<file path="src/rtl/maze_mem_pkg.sv">
// Shared types and constants for the maze cell-memory arbiter.
// Holds the FSM state enum, requester ids and default geometry.
package maze_mem_pkg;

  localparam int N_DEF    = 2;
  localparam int SIZE_DEF = 256;
  localparam int AW_DEF   = 16;

  localparam logic [1:0] LOADER  = 2'd0;
  localparam logic [1:0] SOLVER  = 2'd1;
  localparam logic [1:0] DISPLAY = 2'd2;

  typedef enum logic [1:0] {
    IDLE    = 2'd0,
    ISSUE   = 2'd1,
    WAIT_RD = 2'd2,
    CLEAR   = 2'd3
  } state_t;

  function automatic logic [2:0] id2onehot(input logic [1:0] id);
    logic [2:0] v;
    case (id)
      LOADER:  v = 3'b001;
      SOLVER:  v = 3'b010;
      DISPLAY: v = 3'b100;
      default: v = 3'b000;
    endcase
    return v;
  endfunction

endpackage

</file>
<file path="src/rtl/rr_arbiter3.sv">
// Three-way round-robin selector: the search starts one past the last winner.
// Purely combinational; the caller registers the winner.
module rr_arbiter3
  import maze_mem_pkg::*;
(
  input  logic [2:0] req,
  input  logic [1:0] last,
  output logic [1:0] win,
  output logic       any
);

  // Priority order rotates with the previous winner
  always_comb begin
    win = LOADER;
    any = |req;
    case (last)
      LOADER: begin
        if (req[1])      win = SOLVER;
        else if (req[2]) win = DISPLAY;
        else             win = LOADER;
      end
      SOLVER: begin
        if (req[2])      win = DISPLAY;
        else if (req[0]) win = LOADER;
        else             win = SOLVER;
      end
      default: begin
        if (req[0])      win = LOADER;
        else if (req[1]) win = SOLVER;
        else             win = DISPLAY;
      end
    endcase
  end

endmodule

</file>
<file path="src/rtl/maze_mem_arbiter.sv">
// Arbitrates loader/solver/display access to the maze cell memory and runs
// full-memory clear sweeps. Outputs are decoded from state and latched fields.
module maze_mem_arbiter
  import maze_mem_pkg::*;
#(
  parameter int N    = N_DEF,
  parameter int SIZE = SIZE_DEF,
  parameter int AW   = AW_DEF
) (
  input  logic          clk,
  input  logic          rst,
  input  logic          clr_start,
  output logic          busy,
  input  logic [2:0]    req,
  input  logic [2:0]    we,
  input  logic [AW-1:0] adr0,
  input  logic [AW-1:0] adr1,
  input  logic [AW-1:0] adr2,
  input  logic [N-1:0]  wdata0,
  input  logic [N-1:0]  wdata1,
  input  logic [N-1:0]  wdata2,
  output logic [2:0]    gnt,
  output logic [2:0]    rvalid,
  output logic [N-1:0]  rdata,
  output logic          err,
  output logic [AW-1:0] mem_adr,
  output logic [N-1:0]  mem_din,
  output logic          mem_write,
  output logic          mem_read,
  input  logic [N-1:0]  mem_dout
);

  // One spare bit so the sweep counter can never wrap before it terminates
  localparam int              CW       = $clog2(SIZE) + 1;
  localparam logic [CW-1:0]   LAST_CNT = CW'(SIZE - 1);
  localparam logic [AW:0]     SIZE_W   = (AW + 1)'(SIZE);

  state_t        r_state;
  state_t        w_next;
  logic [1:0]    r_last;
  logic [1:0]    r_id;
  logic          r_we;
  logic          r_oor;
  logic [AW-1:0] r_adr;
  logic [N-1:0]  r_wdata;
  logic [CW-1:0] r_cnt;

  logic [1:0]    w_win;
  logic          w_any;
  logic [AW-1:0] w_sel_adr;
  logic [N-1:0]  w_sel_wdata;
  logic          w_sel_we;
  logic          w_accept;

  rr_arbiter3 u_rr (
    .req  (req),
    .last (r_last),
    .win  (w_win),
    .any  (w_any)
  );

  // Route the winning requester's fields to the capture registers
  always_comb begin
    w_sel_adr   = adr2;
    w_sel_wdata = wdata2;
    w_sel_we    = we[2];
    case (w_win)
      LOADER: begin
        w_sel_adr   = adr0;
        w_sel_wdata = wdata0;
        w_sel_we    = we[0];
      end
      SOLVER: begin
        w_sel_adr   = adr1;
        w_sel_wdata = wdata1;
        w_sel_we    = we[1];
      end
      default: begin
        w_sel_adr   = adr2;
        w_sel_wdata = wdata2;
        w_sel_we    = we[2];
      end
    endcase
  end

  assign w_accept = (r_state == IDLE) && !clr_start && w_any;

  // Next-state logic; clear has priority over pending requests
  always_comb begin
    w_next = r_state;
    case (r_state)
      IDLE: begin
        if (clr_start)  w_next = CLEAR;
        else if (w_any) w_next = ISSUE;
        else            w_next = IDLE;
      end
      ISSUE: begin
        if (r_we) w_next = IDLE;
        else      w_next = WAIT_RD;
      end
      WAIT_RD: w_next = IDLE;
      CLEAR: begin
        if (r_cnt == LAST_CNT) w_next = IDLE;
        else                   w_next = CLEAR;
      end
      default: w_next = IDLE;
    endcase
  end

  // State, round-robin history, captured request and sweep counter
  always_ff @(posedge clk or posedge rst) begin
    if (rst) begin
      r_state <= IDLE;
      r_last  <= DISPLAY;
      r_id    <= LOADER;
      r_we    <= 1'b0;
      r_oor   <= 1'b0;
      r_adr   <= '0;
      r_wdata <= '0;
      r_cnt   <= '0;
    end else begin
      r_state <= w_next;
      if (w_accept) begin
        r_last  <= w_win;
        r_id    <= w_win;
        r_we    <= w_sel_we;
        r_oor   <= ({1'b0, w_sel_adr} >= SIZE_W);
        r_adr   <= w_sel_adr;
        r_wdata <= w_sel_wdata;
      end
      if (r_state == CLEAR) begin
        if (r_cnt == LAST_CNT) r_cnt <= '0;
        else                   r_cnt <= r_cnt + CW'(1);
      end
    end
  end

  // Output decode: depends only on state and registered fields (mem_dout aside)
  always_comb begin
    gnt       = 3'b000;
    rvalid    = 3'b000;
    rdata     = '0;
    err       = 1'b0;
    busy      = 1'b0;
    mem_adr   = '0;
    mem_din   = '0;
    mem_write = 1'b0;
    mem_read  = 1'b0;
    case (r_state)
      ISSUE: begin
        gnt       = id2onehot(r_id);
        err       = r_oor;
        mem_adr   = r_adr;
        mem_din   = r_wdata;
        mem_write = r_we && !r_oor;
        mem_read  = !r_we && !r_oor;
      end
      WAIT_RD: begin
        rvalid = id2onehot(r_id);
        if (r_oor) rdata = '0;
        else       rdata = mem_dout;
      end
      CLEAR: begin
        busy      = 1'b1;
        mem_adr   = AW'(r_cnt);
        mem_write = 1'b1;
      end
      default: begin
        gnt = 3'b000;
      end
    endcase
  end

endmodule

</file>
<file path="config.mk">
export PLATFORM = sky130hd
export DESIGN_NAME = maze_mem_arbiter
export DESIGN_NICKNAME = d
export VERILOG_FILES = /design/src/rtl/maze_mem_pkg.sv /design/src/rtl/rr_arbiter3.sv /design/src/rtl/maze_mem_arbiter.sv
export SDC_FILE = /design/constraint.sdc
export NUM_CORES = 1
export LEC_CHECK = 0
export CORE_MARGIN = 3
export CORE_UTILIZATION = 35
export CTS_CLUSTER_DIAMETER = 150
export DETAILED_ROUTE_END_ITERATION = 10
export GPL_TIMING_DRIVEN = 1
export HOLD_SLACK_MARGIN = 0.05
export PLACE_DENSITY = 0.69
export SLEW_MARGIN = 10
export SYNTH_ARGS = -nofsm -noshare
export SYNTH_HDL_FRONTEND = slang
export SYNTH_SLANG_ARGS = --single-unit
</file>
<file path="constraint.sdc">
create_clock -name clk -period 1.9 [get_ports clk]
set_input_delay 0.19 -clock clk [delete_from_list [all_inputs] [get_ports clk]]
set_output_delay 0.19 -clock clk [all_outputs]
set_load 0.005 [all_outputs]
</file>
* Yosys cells after proc, flatten, opt, wreduce, memory -nomap -nowiden
Cells that the tools add are included.
** Cells by class
- Shifts and indexed selects :: 0
- Reductions and logical operators :: 12
- Muxes and demuxes :: 27
- Multipliers :: 0
- $add $sub $neg :: 1
- Equality and inequality tests :: 8
- Divide/modulo/power cells :: 0
- Bitwise operators :: 0
- $lt $le $gt $ge :: 1
** Operator list (number)
- $pmux W16 S2 :: 2
- $mux W2 :: 11
- $ge A16 B9 Y1 const B :: 1
- $add A9 B1 Y9 const B :: 1
- $eq A9 B8 Y1 const B :: 1
- $mux W9 :: 1
- $pmux W3 S3 :: 1
- $eq A2 B1 Y1 const B :: 4
- $logic_not A2 Y1 :: 4
- $pmux W2 S2 :: 2
- $pmux W2 S4 :: 1
- $eq A2 B2 Y1 const B :: 3
- $mux W3 :: 2
- $mux W1 :: 5
- $logic_and A1 B1 Y1 :: 4
- $pmux W1 S2 :: 2
- $logic_not A1 Y1 :: 3
- $reduce_or A3 Y1 :: 1
** Storage, ports and cells
- Bits in latches :: 0
- Bits of input ports :: 65
- Bits in read-only memories :: 0
- Output and inout bits :: 30
- Bits in writable memories :: 0
- Word-level logic and storage cells :: 57
- Memories kept :: 0
- Register bits after elaboration :: 35

* Depth between registers and ports, before layout
- Word-level depth :: 6
- Depth in mapped cells :: 8

* Modules after synthesis
A second synthesis with hierarchy kept.
** Second synthesis, totals
- Cells, all modules :: 238
- Area total of the unflattened synthesis :: 2109.5 um2
** By module, submodules not included
- maze_mem_arbiter :: instances 1, cells each 228, area each 2053.2 um2
- rr_arbiter3 :: instances 1, cells each 10, area each 56.3 um2

* Worst setup path before layout
OpenSTA, ideal clock, no wires.
- Path kind :: register to register
- From :: reg r_state[1]
- To :: reg r_oor
- Cell stages (with the launch flop) :: 7
- Arrival :: 1.749 ns
- Buffers on the path :: 1
- Required time :: 1.756 ns
- Setup time :: 0.144 ns
- Slack :: 0.007 ns
- Path through :: dfrtp_1 -> buf_6 -> or4_4 -> a211o_1 -> nor3_2 -> and4_1 -> a41oi_1
** Between the ends
- Word-level cells in the longest chain between the ends :: 3
** Ends and longest elaborated chain
- from (decl) :: line maze_mem_arbiter.sv:38 : state_t r_state;
- from (signal assigned) :: line maze_mem_arbiter.sv:122 : r_state <= w_next;
- $logic_not A2 Y1 :: line maze_mem_arbiter.sv:86 : assign w_accept = (r_state == IDLE) && !clr_start && w_any;
- $logic_and A1 B1 Y1 (2 in series) :: line maze_mem_arbiter.sv:86
- to (signal assigned) :: line maze_mem_arbiter.sv:127 : r_oor <= ({1'b0, w_sel_adr} >= SIZE_W);
- to (decl) :: line maze_mem_arbiter.sv:43 : logic r_oor;
Every way passes these cells.
A chain may end at the register's enable or synchronous reset.

* Worst setup path in the final report
Same ends and word-level chain as after synthesis.

==> metrics.md <==
| Metric | Value |
|---|---|
| Detailed Route WL | `6760 µm` |
| Setup violators final | `0` |
| Multi-input logic area | `0.001300 mm²` |
| Area delta synth->final | `65.59%` |
| Vias per inst | `5.314` |
| Crit end category | `flip-flop` |
| Detailed Routing Iterations Pass 1 | `5` |
| Routability cong. | `0.8736` |
| Number of CTS-inserted buffers | `5` |
| Core area | `0.005956 mm²` |
| CP max stage delay | `0.53 ns` |
| CTS tree | `yes` |
| Syn Area/Cell | `8.866 µm²` |
| Most frequent cells in the layout | `clkdlybuf4s50_1 (67), dfrtp_1 (33), nand2_1 (29)` |
| Part of the cycle the worst path needs | `0.9892` |
| Yosys reg bits | `34` |
| IO buf count | `94` |
| Commonest non-fill, non-tap cell in the layout | `clkdlybuf4s50_1` |
| FP Rows | `28` |
| Register area | `852.1 µm²` |
| Initial antenna violation count | `0` |
| Async set or reset register ratio after synthesis | `1.000` |
| Max clock buf depth | `2` |
| Leading area contributor after synthesis | `dfrtp_1` |
| # hold bufs at CTS | `0` |
| Setup WS post-layout | `0.02045 ns` |
| Hpwl dp | `5074 µm` |
| Crit path launch type | `flip-flop` |
| Detailed-route DRC error count | `0` |
| Place WS | `-0.3445 ns` |
| Slowest-stage cell, CP | `or4_4` |
| Worst-Skew Late Latency | `0.28 ns` |
| Seq/Total Area, Yosys | `0.3939` |
| Dominant cells by area after synthesis | `dfrtp_1 (38%), nand2_1 (5.2%), a222oi_1 (5.1%)` |
| Crit Path Max Fanout | `2` |
| Reg2reg setup slack | `0.02 ns` |
| Max-slew violation count | `0` |
| Unique masters post-synth | `48` |
| DR vias | `2317` |
| Global-route usage over all layers | `0.1879` |
| Share of layout cells above drive strength 1 | `0.1856` |
| Tightest Pin Transition | `0.4671 ns` |
| Clock sink count | `34` |
| Slew HR | `0.6886` |
| Nets | `426` |
| ANT nets after route | `0` |
| Mapped Cells | `244` |
| Top_reg_cell synth | `dfrtp_1` |
| Vias in the first global route | `2353` |
| Drt wl/cell | `15.50 µm` |
| Diodes inserted | `0` |
| Worst Path Buf+Inv | `0` |
| Syn Nets | `310` |
| Full die area | `0.007161 mm²` |
| First-pass GRT wire length | `11010 µm` |
| Status | `complete, no violations` |
| P_leak | `1.767 nW` |
| Clock transition at path regs | `0.07 ns` |
| Largest net degree at the start of global routing | `40` |
| Final Core Density | `0.6015` |
| WP data arrival | `2.02 ns` |
| Final-report hold violation count | `0` |
| # IOs | `95` |
| EDFF count, synth | `0` |
| CTS root buffer | `clkbuf_8` |
| Peak supply drop | `320.2 µV` |
| CP Cell Sequence | `or4_4 > a211o_1 > nor3_2 > and4_1 > a41oi_1` |
| WP data required | `2.04 ns` |
| H-tree Lvls | `2` |
| Die W | `84.62 µm` |
| PwrDens | `462.6 mW/mm²` |
| Final min period | `1.880 ns` |
| Top cell type's share of synthesized area | `0.3817` |
| Hold Path Class | `input pin to asynchronous set/reset pin` |
| Top Family by Delay on Critical Path | `simple AND/OR/NAND/NOR gates` |
| Max Clk Rate | `532.0 MHz` |
| Max-Cap Viols | `0` |
| DIE HEIGHT | `84.62 µm` |
| Drt first-iter violations | `121` |
| Initial Util | `0.3632` |
| Worst Setup Path Type | `flip-flop to flip-flop` |
| Synth Cell Area | `0.002163 mm²` |
| Number of synthesis warnings | `0` |
| Overflow after GRT | `0` |
| Unrepaired setup endpoints after global routing | `true` |
| Setup Skew | `0.002992 ns` |
| Fillcell total | `557` |
[state kept, by name (all words and copies together), names as in the netlist]
signal	flops
r_adr	16
r_cnt	9
r_last	2
r_state	2
r_wdata	2
r_id	1
r_oor	1
r_we	1
[routing by layer]
layer  vias to the layer above  wire length, µm  GRT usage
li1                       1126                -          -
met1                      1101             2918     0.2515
met2                        79             3348     0.3110
met3                        11              383    0.03631
met4                         0              110    0.05036
met5                         -                0          0
[cells in the mapped netlist, drive strengths merged, types with 7 or more instances]
| library cell | instances |
|---|---|
| dfrtp | 33 |
| nor2b | 15 |
| nand2 | 30 |
| nor3 | 7 |
| clkbuf | 11 |
| nor2 | 13 |
| inv | 8 |
| and2 | 9 |
| o21ai | 20 |
| a222oi | 11 |
| buf | 7 |
| mux2i | 9 |
| nand2b | 7 |
[what timing repair did]
action | CTS | global route
pin swaps | 2 | 5
buffers inserted | 7 | 2
endpoints found under the setup margin | 27 | 20
resized for setup | 40 | 25
[worst reg2reg max path, cell delays in order (launching register included)]
cell     delay, ns
dfrtp_1       0.42
or4_4         0.53
a211o_1       0.25
nor3_2        0.22
and4_1        0.21
a41oi_1       0.11
[stage by stage]
step / TNS (ns) / hold WS (ns) / instance area (µm²) / instances / power [mW]
after floorplan: 0 / 0.3309 / 2163 / 244 / 0.9022
after CTS: 0 / 0.3110 / 3502 / 434 / 1.661
final: 0 / 0.2942 / 3582 / 436 / 1.657
after detailed placement: -4.388 / 0.4666 / 3297 / 419 / 1.108
after global placement: -3.783 / 0.4553 / 3297 / 419 / 1.102
after global routing: -0.07616 / 0.3457 / 3582 / 436 / 1.740
[final timing paths]
kind	from	end	cells after the start
setup / recovery	r_state[1]$_DFF_PP0_	r_oor$_DFFE_PP0P_	5
hold / removal	rst	r_wdata[1]$_DFFE_PP0P_	3
setup reg to reg	r_state[1]$_DFF_PP0_	r_oor$_DFFE_PP0P_	5
hold reg to reg	r_adr[9]$_DFFE_PP0P_	r_adr[9]$_DFFE_PP0P_	2
max in group asynchronous	rst	r_last[1]$_DFFE_PP1P_	3
min in group clk	req[2]	r_state[0]$_DFF_PP0_	3
[report_power, final]
group / switching [mW] / leakage, nW / internal [mW] / total, mW
combinational: 0.136 / 1.29 / 0.210 / 0.346
sequential: 0.0186 / 0.429 / 0.751 / 0.769
clock: 0.250 / 0.0482 / 0.292 / 0.542
[cell type report]
class,count,area share
clock buffers,7,0.02410
clock inverters,1,0.001397
inverters,8,0.008383
multi-input cells,184,0.3629
flip-flops and latches,34,0.2379
well taps,75,0.02620
repair buffers,127,0.3392
[logic make-up after synthesis]
logic type,share of synthesized area
xor+xnor,0.02430
fa+ha+maj,0.005783
simple gates,0.2447
flops,0.3939
compound gates,0.2123
mux,0.06767
buf+inv,0.05147
No activity file was read; power rests on OpenSTA's default activity.
